--- src/rtl/hazard_pkg.sv ---
// Shared types and constants for the EX-stage forwarding controller.
// Optional feature macro: HAZARD_WB_BYPASS_EN (adds ID-stage WB bypass flags).
package hazard_pkg;

  localparam int HZ_ADDR_W = 5;

  // Forwarding mux select encoding (2'b11 is never produced)
  localparam logic [1:0] FWD_REG   = 2'b00;
  localparam logic [1:0] FWD_MEMWB = 2'b01;
  localparam logic [1:0] FWD_EXMEM = 2'b10;

  // Destination tag carried down the shadow scoreboard
  typedef struct packed {
    logic                 valid;
    logic [HZ_ADDR_W-1:0] rd;
    logic                 regwrite;
    logic                 memread;
  } stage_tag_t;

  localparam stage_tag_t TAG_BUBBLE = '{valid: 1'b0, rd: '0, regwrite: 1'b0, memread: 1'b0};

  // A stage produces a forwardable result only if it really writes a non-x0 register
  function automatic logic is_writer(input stage_tag_t t);
    return t.valid & t.regwrite & (t.rd != '0);
  endfunction

endpackage

--- src/rtl/fwd_select_logic.sv ---
// Priority compare for one EX operand: EX/MEM result beats MEM/WB result.
module fwd_select_logic
  import hazard_pkg::*;
(
  input  logic [HZ_ADDR_W-1:0] i_src,
  input  logic                 i_use,
  input  logic                 i_valid,
  input  stage_tag_t           i_exmem,
  input  stage_tag_t           i_memwb,
  output logic [1:0]           o_sel
);

  // Youngest producer wins; a load in EX/MEM has no data yet, so it never forwards from there
  always_comb begin
    o_sel = FWD_REG;
    if (i_valid && i_use) begin
      if (is_writer(i_exmem) && !i_exmem.memread && (i_exmem.rd == i_src))
        o_sel = FWD_EXMEM;
      else if (is_writer(i_memwb) && (i_memwb.rd == i_src))
        o_sel = FWD_MEMWB;
    end
  end

endmodule

--- src/rtl/hazard_forward_ctrl.sv ---
// Forwarding select and load-use stall control with a private shadow scoreboard
// of destination tags (ID/EX, EX/MEM, MEM/WB).
// Optional: HAZARD_WB_BYPASS_EN adds id_byp_a/id_byp_b for bypassing the regfile read in ID.
module hazard_forward_ctrl
  import hazard_pkg::*;
#(
  parameter int REG_ADDR_W = HZ_ADDR_W
) (
  input  logic                  clk,
  input  logic                  reset,
  input  logic                  hold,
  input  logic                  flush,
  input  logic                  id_valid,
  input  logic [REG_ADDR_W-1:0] id_rs1,
  input  logic [REG_ADDR_W-1:0] id_rs2,
  input  logic                  id_use_rs1,
  input  logic                  id_use_rs2,
  input  logic [REG_ADDR_W-1:0] id_rd,
  input  logic                  id_regwrite,
  input  logic                  id_memread,
  output logic [1:0]            fwd_a,
  output logic [1:0]            fwd_b,
  output logic                  stall
`ifdef HAZARD_WB_BYPASS_EN
  ,
  output logic                  id_byp_a,
  output logic                  id_byp_b
`endif
);

  stage_tag_t            r_idex;
  stage_tag_t            r_exmem;
  stage_tag_t            r_memwb;
  logic [REG_ADDR_W-1:0] r_idex_rs1;
  logic [REG_ADDR_W-1:0] r_idex_rs2;
  logic                  r_idex_use1;
  logic                  r_idex_use2;

  logic w_idex_load;
  logic w_hit_rs1;
  logic w_hit_rs2;

  assign w_idex_load = is_writer(r_idex) & r_idex.memread;
  assign w_hit_rs1   = id_use_rs1 & (id_rs1 == r_idex.rd);
  assign w_hit_rs2   = id_use_rs2 & (id_rs2 == r_idex.rd);

  // Load-use: the consumer waits one cycle so the load reaches MEM/WB; a flush kills the consumer anyway
  assign stall = id_valid & w_idex_load & ~flush & (w_hit_rs1 | w_hit_rs2);

  // Scoreboard advance: reset > hold > bubble (flush/stall) > normal
  always_ff @(posedge clk) begin
    if (reset) begin
      r_idex  <= TAG_BUBBLE;
      r_exmem <= TAG_BUBBLE;
      r_memwb <= TAG_BUBBLE;
    end else if (!hold) begin
      r_exmem <= r_idex;
      r_memwb <= r_exmem;
      if (flush || stall) begin
        r_idex.valid <= 1'b0;
      end else begin
        r_idex      <= '{valid: id_valid, rd: id_rd, regwrite: id_regwrite, memread: id_memread};
        r_idex_rs1  <= id_rs1;
        r_idex_rs2  <= id_rs2;
        r_idex_use1 <= id_use_rs1;
        r_idex_use2 <= id_use_rs2;
      end
    end
  end

  fwd_select_logic u_fwd_a (
    .i_src   (r_idex_rs1),
    .i_use   (r_idex_use1),
    .i_valid (r_idex.valid),
    .i_exmem (r_exmem),
    .i_memwb (r_memwb),
    .o_sel   (fwd_a)
  );

  fwd_select_logic u_fwd_b (
    .i_src   (r_idex_rs2),
    .i_use   (r_idex_use2),
    .i_valid (r_idex.valid),
    .i_exmem (r_exmem),
    .i_memwb (r_memwb),
    .o_sel   (fwd_b)
  );

`ifdef HAZARD_WB_BYPASS_EN
  logic w_mw_writer;
  assign w_mw_writer = is_writer(r_memwb);
  assign id_byp_a    = w_mw_writer & (r_memwb.rd == id_rs1) & id_use_rs1 & id_valid;
  assign id_byp_b    = w_mw_writer & (r_memwb.rd == id_rs2) & id_use_rs2 & id_valid;
`endif

endmodule

--- config.mk ---
export PLATFORM = sky130hd
export DESIGN_NAME = hazard_forward_ctrl
export DESIGN_NICKNAME = d
export VERILOG_FILES = /design/src/rtl/hazard_pkg.sv /design/src/rtl/fwd_select_logic.sv /design/src/rtl/hazard_forward_ctrl.sv
export SDC_FILE = /design/constraint.sdc
export NUM_CORES = 1
export LEC_CHECK = 0
export ABC_AREA = 1
export BUFFER_PORTS_ARGS = -buffer_cell sky130_fd_sc_hd__buf_2
export CAP_MARGIN = 25
export CORE_MARGIN = 2
export CORE_UTILIZATION = 45
export DETAILED_ROUTE_END_ITERATION = 16
export PLACE_DENSITY = 0.74
export SLEW_MARGIN = 10
export SYNTH_ARGS = -nofsm -noshare
export SYNTH_HDL_FRONTEND = slang
export SYNTH_SLANG_ARGS = --single-unit
export TNS_END_PERCENT = 1
--- constraint.sdc ---
create_clock -name clk -period 4.6 [get_ports clk]
set_input_delay 0.23 -clock clk [delete_from_list [all_inputs] [get_ports clk]]
set_output_delay 0.23 -clock clk [all_outputs]
set_load 0.05 [all_outputs]
==> results of run 1 <==
sequential cells by signal, summed over array words and instances (netlist names):
name,flops
r_memwb,7
r_exmem,8
r_idex_use1,1
r_idex_use2,1
r_idex_rs1,5
r_idex_rs2,5
r_idex,8
stage by stage:
step / setup slack, ps / power (mW) / area [µm²]
floorplan: 2720 / 0.417 / 1780
global placement: 2270 / 0.442 / 1940
detailed placement: 2240 / 0.444 / 1940
CTS: 2390 / 0.657 / 2030
global route: 2180 / 0.688 / 2030
finish: 2430 / 0.653 / 2030
power by group:
group	switching (mW)	internal (mW)
combinational	0.0446	0.0356
clock	0.109	0.106
sequential	0.0191	0.338
total	0.173	0.480
path summary, 6_finish.rpt:
path              endpoint  cells after the start  slack, ps        from
max          r_idex_rs1[0]                      9       2430   r_idex[3]
min            r_idex_use2                      1        150  id_use_rs2
max reg2reg  r_idex_rs1[0]                      9       2430   r_idex[3]
min reg2reg     r_exmem[0]                      2        470  r_exmem[0]
area by class of cell:
type	count	area, µm²	area share
clock inverters	2	11.3	0.00556
repair buffers	28	140	0.0692
multi-input cells	167	797	0.393
clock buffers	6	72.6	0.0358
inverters	33	124	0.0611
well taps	48	60.1	0.0296
flip-flops and latches	35	821	0.405
synthesized netlist by cell type:
cell type   n
a21oi_1    17
buf_2       1
buf_6       1
clkbuf_1    5
dfxtp_1    23
edfxtp_1   12
inv_1      32
inv_2       1
nand2_1    47
nand2_2     1
nand3_1    16
nand4_1     2
nor2_1     45
nor2_2      1
nor3_1      1
nor4_1      4
o21ai_0    15
o21bai_1    1
xnor2_1    12
xor2_1      5
worst max-delay path, delay by kind of cell (launching register included):
family	cells	cell delay, ps
buffers and inverters	1	120
flip-flops	1	360
AND/OR/NAND/NOR	8	1320
kinds of logic (layout without fill, tap and decap cells):
| family | after synthesis | in the layout | share of synthesized area |
|---|---|---|---|
| AO/OA/AOI/OAI | 33 | 33 | 0.0944 |
| XOR/XNOR | 17 | 17 | 0.0838 |
| buffers and inverters | 40 | 69 | 0.0894 |
| flip-flops | 35 | 35 | 0.462 |
| AND/OR/NAND/NOR | 117 | 117 | 0.270 |
routing by layer:
layer	wire length [µm]	vias up	track usage	part of all wire
met2	1810	37	0.318	0.49
met5	0	-	0	0
met1	1720	675	0.241	0.46
met4	19	0	0.0434	0.0051
met3	167	2	0.0490	0.045
li1	-	822	-	-
==> impl_metrics.yaml, run 1 <==
run_status:
  status: "finished, final reports clean"
setup_path:
  crit_path_end_kind: "flip-flop"
  cp.arrival_ps: 2080
  crit_required_ps: 4510
  cp_cell_sequence: "inv_1 -> nand2_1 -> nand2_1 -> nor2_1 -> nand3_1 -> nand2_1 -> nand2_2 -> nand2_1 -> nor2_1"
  critical-path-max-stage-delay_ps: 700
  start_kind: "flip-flop"
  crit_top_cell: "nand2_1"
  critical_path_class: "reg2reg"
  cp_slowest_cell: "nor2_1"
  critPathMaxFanout: 17
clocking:
  clock_latency_ps: 280
  htreeDepth: 2
  cts-root-buf: "clkbuf_8"
  cts_tree: "built"
  clock_sinks: 35
  cts-buffers-inserted: 5
  cts_resized: 0
  postCtsSetupRepairBufs: 0
  ctsHoldBuffers: 0
  clockBufferDepth: 2
  cts.reportedPaths.clkPinSlew_ps: 70
die:
  io_pins: 29
  die_w_um: 66.8
  start_util: 0.478
  core_mm2: 0.00372
  dieArea_mm2: 0.00447
  rows: 22
  chipHeight_um: 66.8
drt:
  ant_nets: 0
  vias: 1536
  drt-total-wl_mm: 3.71
  avgRoutedWirePerCell_um: 11.6
  drtPass1Iterations: 4
  drt_iter0_drc: 51
  drc_errors: 0
  vias_per_cell: 4.82
job:
  maxCapViolations: 0
synth:
  synth_area_mm2: 0.00178
  syn_avg_cell_area_um2: 7.34
  yosys.area.top_type: "dfxtp_1"
  synth_area_leaders: "dfxtp_1 26%, edfxtp_1 20%, nand2_1 9.9%, nor2_1 9.5%, inv_1 6.8%"
  ys_warn_count: 0
  ys_seq_elements: 35
  syn-instance-count: 242
  syn_nets: 266
  yosysSeqAreaShare: 0.462
  synth_top_area_frac: 0.259
  yosysUniqueCellTypes: 20
grt:
  antenna_found_initial: 0
  grt_pass1_vias: 1401
  grt_pass1_wl_mm: 6.31
  overflow: 0
  track_usage: 0.188
  grt_max_degree: 25
finish:
  post-route-util: 0.545
  diodes: 0
  syn_to_final_growth_pct: 14.0
  final_nets: 294
  nFillCells: 375
  drive_gt1_frac: 0.140
  final_cell_mix: "47 x nand2_1, 45 x nor2_1, 32 x inv_1"
  layout_commonest_cell: "nand2_1"
  instances_no_fill: 319
timing:
  fin_crit_ps: 2170
  fmax_mhz: 460
  tns_ps: 0
  slew_headroom: 0.401
  clock_skew_ps: 6.60
  slew_violations: 0
  finalSetupViolCount: 0
  fin_crit_sh: 0.473
  whs_ps: 145
  tightest_slew_ps: 895
  hold_viol_final: 0
  rsz0062_at_grt: "false"
hold_path:
  hold_class: "in2reg"
placed_design:
  io_buffers: 28
  place.gp.congestion: 0.810
  dp_hpwl_mm: 2.81
  place_inst: 311
power_and_ir_drop:
  p_leak_nw: 0.949
  powerDensity_mw_per_mm2: 322
  peakVddDrop_uv: 160
(Power assumes the default switching activity.)
==> run 2: changes to the inputs <==
Settings changed: PLACE_DENSITY 0.74 to 0.76.
Clock period 4.6 ns to 1.74 ns, I/O delays scaled along.
==> run 2 against run 1 <==
Register-to-register slack worse by 2200 ps. Sequential power grew to 2.7 times the previous value. Sequential share of layout area is 2.5 points lower. Clock power grew to 3.5 times the previous value. Non-clock buffer count is 8 higher. Hold slack worse by 140 ps. Highest routed layer unchanged. Global-route usage is 1.4 points higher. Count of clock-buffer cells in the layout is 2 higher. Critical path type is now reg2out. Critical path depth is 1 lower. The run now ends with negative setup slack left.
==> impl_metrics.yaml, run 2 (synthesis gave the netlist of run 1 again) <==
die:
  rows: 22
  chipHeight_um: 66.8
  io_pins: 29
  start_util: 0.478
  die_w_um: 66.8
  dieArea_mm2: 0.00447
  core_mm2: 0.00372
placed_design:
  dpl_cell_area_mm2: 0.00199
  place_inst: 315
  pre_cts_ws_ps: 120
  place.gp.congestion: 0.881
  io_buffers: 28
  dp_hpwl_mm: 2.95
hold_path:
  holdCritStartpoint: "id_rs2[4]"
  hold_class: "in2reg"
setup_path:
  cp_slowest_cell: "dfxtp_4"
  crit_required_ps: 1650
  start_kind: "flip-flop"
  cp_cell_sequence: "nor2_1 -> nand3_1 -> nand4_1 -> buf_4 -> nor4_4 -> inv_1 -> nor2_1 -> buf_4"
  cp_top_family: "simple AND/OR/NAND/NOR gates"
  crit_path_end_kind: "output pin"
  critical_path_class: "reg2out"
  cp.arrival_ps: 1670
  critical-path-max-stage-delay_ps: 400
  crit_start: "r_exmem[3]"
  worstReg2RegStart: "r_idex[3]"
  cp.buffers_inverters: 3
  critPathMaxFanout: 5
timing:
  tightest_slew_ps: 609
  rsz0062_at_grt: "true"
  slew_violations: 0
  fmax_mhz: 569
  finalSetupViolCount: 1
  fin_crit_ps: 1760
  hold_viol_final: 0
  setup_ws_ps: -18.0
  fin_crit_sh: 1.01
  clock_skew_ps: 5.19
  slew_headroom: 0.593
job:
  maxCapViolations: 0
finish:
  drive_gt1_frac: 0.201
  final_nets: 302
  final_cell_mix: "47 x nand2_1, 44 x nor2_1, 32 x inv_1"
  design_area_mm2: 0.00220
  reg.largest.list: "r_exmem (8), r_idex (8), r_memwb (7)"
  instances_no_fill: 327
  nFillCells: 379
  post-route-util: 0.591
  diodes: 0
  layout_commonest_cell: "nand2_1"
  syn_to_final_growth_pct: 23.6
power_and_ir_drop:
  p_leak_nw: 1.01
  peakVddDrop_uv: 481
  powerDensity_mw_per_mm2: 878
drt:
  vias_per_cell: 4.84
  drc_errors: 0
  avgRoutedWirePerCell_um: 12.5
  drtPass1Iterations: 4
  drt_iter0_drc: 67
  vias: 1583
  ant_nets: 0
  drt-total-wl_mm: 4.08
grt:
  track_usage: 0.202
  antenna_found_initial: 0
  grt_pass1_wl_mm: 6.60
  overflow: 0
  grt_max_degree: 25
  grt_pass1_vias: 1399
clocking:
  cts-buffers-inserted: 5
  clock_sinks: 35
  clock_latency_ps: 290
  htreeDepth: 2
  cts_tree: "built"
  cts.reportedPaths.clkPinSlew_ps: 70
  cts-root-buf: "clkbuf_8"
  clockBufferDepth: 2
run_status:
  violations: "negative setup slack"
  status: "finished with violations"
==> run 2: cell count changes in the layout (fill, tap and decap cells not counted), sizes merged <==
| cell | delta |
|---|---|
| inv | -1 |
| buf | +5 |
| clkinv | -1 |
| dlygate4sd3 | +3 |
| clkbuf | +2 |
==> run 2: cell type report <==
cell class	instances	area (µm²)	area share
Clock buffer	8	123	0.0558
Timing Repair Buffer	36	233	0.106
Tap cell	48	60.1	0.0274
Inverter	33	124	0.0564
Multi-Input combinational cell	167	821	0.374
Sequential cell	35	836	0.381
==> run 2: worst register-to-register path: cells and delay by family, from the launching register on <==
family,cells,cell delay [ps]
DFF,1,350
and+or+nand+nor,8,650
buffers and inverters,2,250
==> run 2: per-layer routing <==
metal / wire [µm] / GRT usage
met1: 1930 / 0.272
met2: 1920 / 0.311
met3: 136 / 0.0507
met4: 91 / 0.0791
met5: 0 / 0
==> run 2: report_power, final <==
group          total (mW)  leakage (nW)  internal, mW  switching (mW)
logic               0.236         0.646         0.105           0.131
clock network       0.744        0.0618         0.457           0.287
registers           0.947         0.304         0.896          0.0512
total                1.93          1.01          1.46           0.470
==> run 2: stage by stage <==
stage | hold WS, ps | setup TNS [ps] | total power, mW
finish | 9.83 | -18.0 | 1.93
global route | 8.52 | -440 | 2.03
CTS | 3.66 | -25.7 | 1.94
detailed placement | 291 | 0 | 1.18
global placement | 285 | 0 | 1.18
floorplan | 186 | 0 | 1.10
==> run 2: what timing repair did <==
item	4_1_cts	5_1_grt
pin swaps	0	1
endpoints found under the setup margin	5	5
hold endpoints to repair	3	0
setup buffers	0	1
resized for setup	6	15
hold buffers	3	0
==> run 2: worst paths after layout <==
| path | endpoint | slack [ps] | depth (start not counted) |
|---|---|---|---|
| max reg2reg | r_idex_use2 | 200 | 10 |
| max | fwd_b[1] | -20 | 8 |
| min reg2reg | r_exmem[0] | 470 | 2 |
| min | r_idex_rs2[4] | 10 | 1 |
==> run 3: changes to the inputs <==
Settings changed: REMOVE_ABC_BUFFERS set to 1.
==> run 3 against run 2 <==
The flow still finishes with violations (negative setup slack). Die area is the same. Clock skew shrank 2.3 ps. First-iteration DRC count grew 61%. Routed wire length shrank 1.9%. Total power grew 0.47%. Largest power group unchanged.
==> impl_metrics.yaml, run 3 (synthesis gave the netlist of run 1 again) <==
drt:
  vias: 1600
  drt-total-wl_mm: 4.00
  drtPass1Iterations: 4
  drt_iter0_drc: 108
  vias_per_cell: 4.88
  avgRoutedWirePerCell_um: 12.2
  drc_errors: 0
  ant_nets: 0
timing:
  rsz0062_at_grt: "true"
  fin_crit_sh: 1.02
  tightest_slew_ps: 659
  finalSetupViolCount: 2
  hold_viol_final: 0
  slew_headroom: 0.560
  whs_ps: 12.2
  fmax_mhz: 565
  slew_violations: 0
  fin_crit_ps: 1770
  tns_ps: -58.8
  setup_ws_ps: -29.7
  clock_skew_ps: 2.86
die:
  io_pins: 29
  core_mm2: 0.00372
  rows: 22
  start_util: 0.478
  chipHeight_um: 66.8
  dieArea_mm2: 0.00447
  die_w_um: 66.8
run_status:
  status: "finished with violations"
  violations: "negative setup slack"
placed_design:
  io_buffers: 28
  dp_hpwl_mm: 2.80
  dpl_cell_area_mm2: 0.00197
  place.gp.congestion: 0.840
setup_path:
  crit_required_ps: 1650
  reg2reg_depth: 10
  reg2reg_to: "r_idex_use2"
  reg2reg_setup_slack_ps: 230
  start_kind: "flip-flop"
  critPathCapture: "fwd_b[1]"
  critical_path_class: "reg2out"
  cp.arrival_ps: 1680
  crit_path_end_kind: "output pin"
  critPathMaxFanout: 4
  worstReg2RegStart: "r_idex[4]"
  crit_start: "r_exmem[5]"
grt:
  grt_pass1_vias: 1442
  grt_max_degree: 25
  overflow: 0
  track_usage: 0.198
  antenna_found_initial: 0
  grt_pass1_wl_mm: 6.49
finish:
  reg.largest.list: "r_exmem (8), r_idex (8), r_memwb (7)"
  drive_gt1_frac: 0.207
  seq_area_um2: 846
  diodes: 0
  syn_to_final_growth_pct: 25.5
  final_cell_mix: "47 x nand2_1, 44 x nor2_1, 31 x inv_1"
  design_area_mm2: 0.00223
  final_nets: 303
  nFillCells: 365
  multiInputGateArea_um2: 827
  layout_commonest_cell: "nand2_1"
clocking:
  clock_latency_ps: 290
  cts.reportedPaths.clkPinSlew_ps: 70
  clock_sinks: 35
  cts-root-buf: "clkbuf_8"
  cts-buffers-inserted: 5
  htreeDepth: 2
  clockBufferDepth: 2
  cts_tree: "built"
hold_path:
  holdCritStartpoint: "id_rs1[3]"
  holdPathStages: 1
  hold_class: "in2reg"
power_and_ir_drop:
  powerDensity_mw_per_mm2: 869
  peakVddDrop_uv: 562
  p_leak_nw: 1.02
job:
  maxCapViolations: 0
==> run 3: changes by cell type in the layout (fill, tap and decap cells not counted), moves of 2 or more <==
cell	delta
buf_6	+6
dfxtp_2	-4
dlygate4sd3_1	+2
dfxtp_4	+4
clkbuf_16	-2
buf_4	-6
==> run 3: worst min-delay path by stage <==
stage | endpoint | slack, ps
floorplan | r_exmem[0] | 180
global placement | r_idex_use2 | 290
detailed placement | r_idex_use2 | 290
CTS | r_idex_rs1[3] | 0.9
global route | r_idex_rs2[4] | 4
finish | r_idex_rs1[3] | 10
==> run 3: metrics by stage <==
step                       util  total power [mW]  std cells  setup WS [ps]
after floorplan               -              1.10        235           -116
after global placement    0.531              1.18        315            221
after detailed placement  0.531              1.18        315            201
after CTS                 0.582              1.95        328           6.81
after global routing      0.600              2.03        328           -136
final                     0.600              1.94        328          -29.7
==> run 3: cell type report <==
class / instances / area share
clock inverter: 2 / 0.0157
timing repair buffer: 37 / 0.114
clock buffer: 6 / 0.0370
multi-input combinational: 167 / 0.371
tap: 48 / 0.0269
inverter: 33 / 0.0556
sequential: 35 / 0.379
==> run 3: worst max-delay path: stages, from the launching register on <==
cell     delay (ps)
dfxtp_4         370
inv_1            50
nand3_1          70
nand4_1         200
nor4_2          350
inv_1            90
nor2_2          100
buf_6           160
==> run 3: metal layers <==
| metal | track usage | vias up | routed length [µm] |
|---|---|---|---|
| met3 | 0.0473 | 11 | 171 |
| met4 | 0.0816 | 0 | 97 |
| met2 | 0.330 | 46 | 1990 |
| met5 | 0 | - | 0 |
| met1 | 0.245 | 706 | 1740 |
| li1 | - | 837 | - |
==> run 3: power breakdown <==
part	internal, mW	switching (mW)	leakage (nW)
Sequential	0.893	0.0492	0.305
Clock	0.463	0.292	0.0612
Combinational	0.106	0.132	0.654
Total	1.46	0.474	1.02
==> run 3: timing repair <==
action,in CTS,in global routing
gates cloned,0,0
buffers inserted,0,0
pin swaps,0,1
gates resized for setup,8,26
endpoints found under the hold margin,5,0
hold buffers,5,0
setup endpoints to repair,4,5
